<file path="config.mk">
export PLATFORM = sky130hd
export DESIGN_NAME = mem_operand_sequencer
export DESIGN_NICKNAME = d
export VERILOG_FILES = /design/src/rtl/mem_operand_sequencer_pkg.sv /design/src/rtl/mem_slot_select.sv /design/src/rtl/mem_operand_sequencer.sv
export SDC_FILE = /design/constraint.sdc
export NUM_CORES = 1
export LEC_CHECK = 0
export ABC_AREA = 1
export CAP_MARGIN = 20
export CORE_MARGIN = 4
export CORE_UTILIZATION = 42
export CTS_CLUSTER_DIAMETER = 100
export DETAILED_ROUTE_END_ITERATION = 8
export PLACE_DENSITY_LB_ADDON = 0.25
export SETUP_SLACK_MARGIN = 0.2
export SYNTH_ARGS = -nofsm -noshare
export SYNTH_HDL_FRONTEND = slang
export SYNTH_SLANG_ARGS = --single-unit
</file>
<file path="constraint.sdc">
create_clock -name clk -period 13.2 [get_ports clk]
set_input_delay 3.3 -clock clk [delete_from_list [all_inputs] [get_ports clk]]
set_output_delay 3.3 -clock clk [all_outputs]
set_load 0.01 [all_outputs]
</file>
<file path="src/rtl/mem_operand_sequencer_pkg.sv">
// Shared types and constants for the memory operand sequencer.
package mem_operand_sequencer_pkg;

    // Width of every address and data word handled by the sequencer.
    localparam int DATA_W = 64;

    // Sequencer control states.
    typedef enum logic [2:0] {
        IDLE,
        REQ,
        WAIT,
        DONE,
        DRAIN
    } state_t;

    // Operand slot index; the numeric value is also the bit position in the flag vector.
    typedef enum logic [1:0] {
        SLOT_SRC1 = 2'd0,
        SLOT_SRC2 = 2'd1,
        SLOT_DEST = 2'd2
    } slot_t;

endpackage

</file>
<file path="src/rtl/mem_slot_select.sv">
// Finds the lowest set memory-operand flag at or above the current slot.
// With include_cur=1 the current slot itself qualifies (used to pick the
// first slot of a sequence); with include_cur=0 only strictly higher slots
// qualify (used to advance after a response).
module mem_slot_select
    import mem_operand_sequencer_pkg::*;
(
    input  logic  [2:0] flags,
    input  slot_t       cur,
    input  logic        include_cur,
    output logic        found,
    output slot_t       slot
);

    // Scan from the top down so the last hit kept is the lowest qualifying slot.
    always_comb begin
        // NOTE: every output gets a default before any conditional write, so no latch is inferred.
        found = 1'b0;
        slot  = SLOT_SRC1;
        for (int i = 2; i >= 0; i--) begin
            if (flags[i] && ((i > int'(cur)) || (include_cur && (i == int'(cur))))) begin
                found = 1'b1;
                slot  = slot_t'(2'(i));
            end
        end
    end

endmodule

</file>
<file path="src/rtl/mem_operand_sequencer.sv">
// Fetches up to three memory operands (SRC1, SRC2, DEST) one at a time over a
// single shared read port, with at most one request outstanding, and presents
// the loaded values until downstream consumes them. A flush while a request is
// in flight waits for (and discards) the response before returning to IDLE.
module mem_operand_sequencer
    import mem_operand_sequencer_pkg::*;
(
    input  logic              clk,
    input  logic              reset,
    input  logic              startIn,
    input  logic              isMemoryAccessSrc1In,
    input  logic              isMemoryAccessSrc2In,
    input  logic              isMemoryAccessDestIn,
    input  logic [DATA_W-1:0] memoryAddressSrc1In,
    input  logic [DATA_W-1:0] memoryAddressSrc2In,
    input  logic [DATA_W-1:0] memoryAddressDestIn,
    input  logic              flushIn,
    input  logic              consumeIn,
    output logic              memReqOut,
    output logic [DATA_W-1:0] memReqAddrOut,
    input  logic              memReqGrantIn,
    input  logic              memRespValidIn,
    input  logic [DATA_W-1:0] memRespDataIn,
    output logic [DATA_W-1:0] operand1DataOut,
    output logic [DATA_W-1:0] operand2DataOut,
    output logic [DATA_W-1:0] destDataOut,
    output logic              doneOut,
    output logic              busyOut
);

    state_t            state;
    state_t            state_next;
    slot_t             slot;
    logic [2:0]        flags;
    logic [DATA_W-1:0] addr_src1;
    logic [DATA_W-1:0] addr_src2;
    logic [DATA_W-1:0] addr_dest;
    logic [DATA_W-1:0] data_src1;
    logic [DATA_W-1:0] data_src2;
    logic [DATA_W-1:0] data_dest;
    logic [DATA_W-1:0] cur_addr;

    logic [2:0]        sel_flags;
    slot_t             sel_cur;
    logic              sel_include;
    logic              sel_found;
    slot_t             sel_slot;

    logic              accept_start;
    logic              capture;

    // In IDLE the finder looks at the incoming flags from slot 0 inclusive;
    // afterwards it looks at the latched flags strictly above the current slot.
    assign sel_flags   = (state == IDLE) ? {isMemoryAccessDestIn, isMemoryAccessSrc2In, isMemoryAccessSrc1In}
                                         : flags;
    assign sel_cur     = (state == IDLE) ? SLOT_SRC1 : slot;
    assign sel_include = (state == IDLE);

    mem_slot_select u_slot_select (
        .flags       (sel_flags),
        .cur         (sel_cur),
        .include_cur (sel_include),
        .found       (sel_found),
        .slot        (sel_slot)
    );

    // Flush outranks both a new start and a response capture.
    assign accept_start = (state == IDLE) && startIn && !flushIn;
    assign capture      = (state == WAIT) && memRespValidIn && !flushIn;

    assign operand1DataOut = data_src1;
    assign operand2DataOut = data_src2;
    assign destDataOut     = data_dest;

    // State register.
    always_ff @(posedge clk or posedge reset) begin
        // NOTE: sequential state uses non-blocking assignments so every flop samples pre-edge values.
        if (reset) begin
            state <= IDLE;
        end else begin
            state <= state_next;
        end
    end

    // Next-state logic; flushIn is examined first in every state except DRAIN.
    always_comb begin
        state_next = state;
        case (state)
            IDLE: begin
                if (flushIn) begin
                    state_next = IDLE;
                end else if (startIn) begin
                    state_next = sel_found ? REQ : DONE;
                end
            end
            REQ: begin
                if (flushIn) begin
                    state_next = memReqGrantIn ? DRAIN : IDLE;
                end else if (memReqGrantIn) begin
                    state_next = WAIT;
                end
            end
            WAIT: begin
                if (flushIn) begin
                    state_next = DRAIN;
                end else if (memRespValidIn) begin
                    state_next = sel_found ? REQ : DONE;
                end
            end
            DONE: begin
                if (flushIn || consumeIn) begin
                    state_next = IDLE;
                end
            end
            DRAIN: begin
                if (memRespValidIn) begin
                    state_next = IDLE;
                end
            end
            default: state_next = IDLE;
        endcase
    end

    // Latched request parameters, slot pointer and loaded operand registers.
    always_ff @(posedge clk or posedge reset) begin
        // NOTE: these are a handful of flops, not a memory array, so all of them take the async reset.
        if (reset) begin
            slot      <= SLOT_SRC1;
            flags     <= '0;
            addr_src1 <= '0;
            addr_src2 <= '0;
            addr_dest <= '0;
            data_src1 <= '0;
            data_src2 <= '0;
            data_dest <= '0;
        end else if (accept_start) begin
            flags     <= {isMemoryAccessDestIn, isMemoryAccessSrc2In, isMemoryAccessSrc1In};
            addr_src1 <= memoryAddressSrc1In;
            addr_src2 <= memoryAddressSrc2In;
            addr_dest <= memoryAddressDestIn;
            data_src1 <= '0;
            data_src2 <= '0;
            data_dest <= '0;
            slot      <= sel_found ? sel_slot : SLOT_SRC1;
        end else if (capture) begin
            case (slot)
                SLOT_SRC1: data_src1 <= memRespDataIn;
                SLOT_SRC2: data_src2 <= memRespDataIn;
                SLOT_DEST: data_dest <= memRespDataIn;
                default:   ;
            endcase
            if (sel_found) begin
                slot <= sel_slot;
            end
        end
    end

    // Address of the slot currently being fetched.
    always_comb begin
        cur_addr = '0;
        case (slot)
            SLOT_SRC1: cur_addr = addr_src1;
            SLOT_SRC2: cur_addr = addr_src2;
            SLOT_DEST: cur_addr = addr_dest;
            default:   cur_addr = '0;
        endcase
    end

    // Outputs decoded purely from state, so reset clears them without a clock edge.
    always_comb begin
        memReqOut     = 1'b0;
        memReqAddrOut = '0;
        doneOut       = 1'b0;
        busyOut       = 1'b1;
        case (state)
            IDLE: busyOut = 1'b0;
            REQ: begin
                memReqOut     = 1'b1;
                memReqAddrOut = cur_addr;
            end
            DONE:    doneOut = 1'b1;
            default: ;
        endcase
    end

endmodule

</file>
Word-level counts from Yosys, hierarchy flattened
Cells that the tools add are included.
- bits in registers: 392
- input bits: 266
- output and inout port bits: 259
- word-level logic and storage cells: 88
- order comparisons: 2
- equal/unequal tests: 13
- muxes and demuxes: 37
- reductions and logical operators: 27
- operators by type and width (kind ; count):
    $mux 64 ; 10
    $pmux 64 s3 ; 1
    $mux 3 ; 10
    $mux 2 ; 9
    $pmux 3 s5 ; 1
    $logic_and 1x1->1 ; 10
    $reduce_bool 2->1 ; 5
    $ne 3x3->1 const B ; 3
    $reduce_and 2->1 ; 4
    $eq 3x2->1 const B ; 2
    $mux 1 ; 6
    $reduce_and 5->1 ; 1
    $eq 2x2->1 const A ; 2
    $logic_not 2->1 ; 2
    $ne 2x2->1 const B ; 2
    $eq 3x1->1 const B ; 1
    $eq 3x3->1 const B ; 1
    $logic_not 3->1 ; 1
    $logic_or 1x1->1 ; 3
    $eq 2x1->1 const B ; 1
    $eq 2x2->1 const B ; 1
    $gt 1x2->1 const A ; 1
    $gt 2x2->1 const A ; 1
    $logic_not 1->1 ; 1

Logic depth before layout (Yosys ltp)
- depth after elaboration: 13
- gate-level depth with buffers: 10
- depth with buffers taken out: 9

Cells and area by module
A second synthesis with hierarchy kept.
- cells, all modules: 1939
- area total of the unflattened synthesis: 17850.9 um2
- modules (own cells, without submodules) (module ; instances ; cells each ; area an instance (um2) ; seq. area each (um2)):
    mem_operand_sequencer ; 1 ; 1922 ; 17782.1 ; 9809.4
    mem_slot_select ; 1 ; 17 ; 68.8 ; 0.0

Worst setup path after synthesis
OpenSTA, ideal clock, no wires.
- path kind: register to output
- from: register slot[1]
- to: output port memReqAddrOut[60]
- arrival time: 1462 ps
- data required time: 9900 ps
- path slack: 8438 ps
- stages on the path, launching flop included: 10
- path buffers: 2
- cell sequence: dfrtp_1 inv_1 nand2_1 inv_1 buf_2 clkbuf_1 nand2_1 nand3_1 nand2_1 inv_1
- word-level cells in the longest chain between the ends: 3
- elaborated cells on any way between the ends: 5
- classes of those cells: eq/ne: 2; mux: 2; reduce/logical: 1
- RTL lines (what ; line ; text):
    start: declaration ; mem_operand_sequencer.sv:33 ; slot_t slot;
    start signal: assignment ; mem_operand_sequencer.sv:144 ; slot <= sel_found ? sel_slot : SLOT_SRC1;
    start signal: assignment ; mem_operand_sequencer.sv:153 ; slot <= sel_slot;
    $eq 2x2->1 (tied with other cells) ; mem_operand_sequencer.sv:161 ; case (slot)
    $pmux 64 s3 (*) ; mem_operand_sequencer.sv:161 ;
    $mux 64 (*) ; mem_operand_sequencer.sv:175 ; case (state)
    end: declaration ; mem_operand_sequencer.sv:20 ; output logic [DATA_W-1:0] memReqAddrOut,
Mark *: on every way between the ends. The rest lies on a longest branch, timed or not.

Worst setup path in the final report
- from: register slot[1]
- to: output port memReqAddrOut[37]
Same word-level chain as after synthesis.

==> results.cfg <==
[cells_and_area]
final_util_pct = 60.1
final_layout_size_suffix_gt1_share_pct = 3.95
finalNonFillerCells = 3112
areaGrowthSynthToFinish_pct = 41.7
design_area_sq_mm = 0.0238
nets = 2817

[synthesis]
yosys_warnings = 0
synth_nets = 2350
ys_seq_area_share_pct = 58.2
ys_ff_latch = 391
synthTopCellsByCount = nand2_1 (1078), dfrtp_1 (391), inv_1 (202)
yosysTopAreaCell = dfrtp_1
synth_ff_type = dfrtp_1
postSynthAreaPerCell_sq_um = 8.06
post-synth-top-area-fraction_pct = 58.2
synth.most_common_cell = nand2_1
ys_top_cells_by_area = dfrtp_1 (58%), nand2_1 (24%), inv_1 (4.5%), o21ai_0 (3.8%), o221ai_1 (1.8%)
syn_inst = 2084
async_flop_share_pct = 100
synth_edf_count = 0
synth_cell_type_count = 24
synth.cell_area_sq_mm = 0.0168

[setup_path]
critPathCapture = memReqAddrOut[37]
max_stage_delay_ps = 490
cpLargestDelayFamily = buffers and inverters
slowest_stage = clkdlybuf4s50_1
start_kind = flop
path_common_cell = inv_1
reg2reg_depth = 8
crit_path_end_kind = primary output
worstSetupPathType = flop to primary output
cp-startpoint = slot[1]
r2r_end = destDataOut[34]
cp.depth = 10
crit_chain = inv_1, nand2_2, buf_4, inv_1, buf_16, nand2_1, nand3_1, nand2_1, inv_1, clkdlybuf4s50_1
worstPathRequired_ps = 9900
path_max_fanout = 37
path_buf_inv = 6
regToRegSetupSlack_ps = 9750
cp.arrival_ps = 3110
timing.rr.start = state[2]

[floorplan]
initial_utilization_pct = 42.4
die_w_um = 208
die_height_um = 208
rows = 73
core_area_sq_mm = 0.0396
io_pins = 525
die-area_sq_mm = 0.0433

[power_and_ir_drop]
p_leak_nw = 12.2
finalPower_mw = 4.82
peakVddDrop_uv = 113
powerDensity_mw_per_mm2 = 202

[job]
max_cap_violations = 0

[clock_tree]
clock_sinks = 391
cts_made_buffers = 42
cts_tree = yes
ctsResizeCount = 0
cts_max_path_buffers = 3
hold_buffers = 0
htree_levels = 2
cts_setup_buffers = 0
worstSkewPairLatency_ps = 550
clkTransAtPathRegs_ps = 60
cts_root_buffer = clkbuf_16

[timing]
slew_violations = 0
finalSetupViolCount = 0
fin_crit_ps = 6410
fin_setup_tns_ps = 0
slew_headroom_pct = 25.8
fin_crit_sh_pct = 48.5
tightest_slew_ps = 1110
hold_viol = 0
rsz0062_at_grt = false
fmax_mhz = 156
finalClockSkew_ps = 10.7

[detailed_routing]
routed_wl_um = 53700
remaining_drc_errors = 0
viasPerCell = 4.88
wl_per_cell_um = 17.2
drt-initial-drc-count = 1051
drtPass1Iterations = 4
via_count = 15200
drt.antenna.violating_nets = 0

[grt]
grt_overflow_total = 0
grt_max_degree = 233
grt_pass1_wl_um = 85000
grt_pass1_vias = 15400
grt_use_total_pct = 24.4
antenna_found_initial = 13

[worst_hold_path]
hp-class = flop to flop

[outcome]
status = complete, no violations

[placed_design]
hpwlAfterDp_um = 36500
dp.cells = 3032
placed_cell_area_sq_mm = 0.0223
io_buffers = 524
place_congestion = 0.876
-- placed cells by master (no fill, tap or decap), types with 2 or more instances in the layout --
cell             instances
nand2_1               1077
clkdlybuf4s50_1        524
dfrtp_1                391
inv_1                  200
o21ai_0                128
nor2_1                  45
clkbuf_16               45
o221ai_1                35
nand3_1                 32
o21ai_1                 24
clkbuf_8                15
buf_4                   12
o211ai_1                10
nor2_4                   8
clkbuf_1                 7
diode_2                  6
clkinv_2                 4
a21oi_1                  3
bufinv_16                3
buf_12                   3
nand4_1                  2
inv_2                    2
nand2_2                  2
-- worst min-delay path by stage --
stage,from,slack (ps),cells after the start,end
global route,addr_src1[22],480,2,addr_src1[22]
global placement,operand2DataOut[20],450,2,operand2DataOut[20]
detailed placement,destDataOut[61],460,2,destDataOut[61]
finish,destDataOut[61],470,2,destDataOut[61]
CTS,destDataOut[61],470,2,destDataOut[61]
floorplan,addr_dest[10],440,2,addr_dest[10]
-- sequential cells by signal, indices dropped and copies added (netlist names) --
| register | cells |
|---|---|
| addr_dest | 64 |
| destDataOut | 64 |
| state | 3 |
| addr_src2 | 64 |
| flags | 2 |
| operand1DataOut | 64 |
| operand2DataOut | 64 |
| addr_src1 | 64 |
| slot | 2 |
-- cells by family after synthesis --
family	count (synthesis)	share of synthesized area, %
AOI/OAI and AO/OA	200	6.89
DFF	391	58.2
and+or+nand+nor	1172	26.9
buffers and inverters	321	8.00
-- cell type report --
cell class	instances	area (sq um)
tap	525	657
inverter	204	772
sequential	391	9780
antenna	6	15.0
clock buffer	67	1360
fill	3538	15800
clock inverter	7	110
timing repair buffer	540	5420
multi-input combinational	1372	5700
-- worst min-delay path: cells and delay by family, from the launching register on --
kind             cells  cell delay [ps]
flip-flops           1              340
AND/OR/NAND/NOR      2              100
-- metal layers --
metal	GRT usage (%)	share of wire (%)	up-vias
met1	30.1	40	7225
met2	40.0	47	558
met5	0	0.17	-
li1	-	-	7284
met3	8.35	9.1	106
met4	8.72	3.1	14
-- stage by stage --
step / hold WS, ps / worst slack, ps
2_1_floorplan: 442 / 4640
3_3_place_gp: 453 / 6670
3_5_place_dp: 457 / 6600
4_1_cts: 472 / 6700
5_1_grt: 485 / 6540
6_report: 466 / 6790
-- where the power goes --
part / internal (mW) / switching, mW / leakage, nW
registers: 1.63 / 0.207 / 5.05
logic: 0.746 / 1.00 / 6.40
clock network: 0.760 / 0.475 / 0.729
total: 3.13 / 1.69 / 12.2
Note: power is estimated with default switching activity, not from simulation.
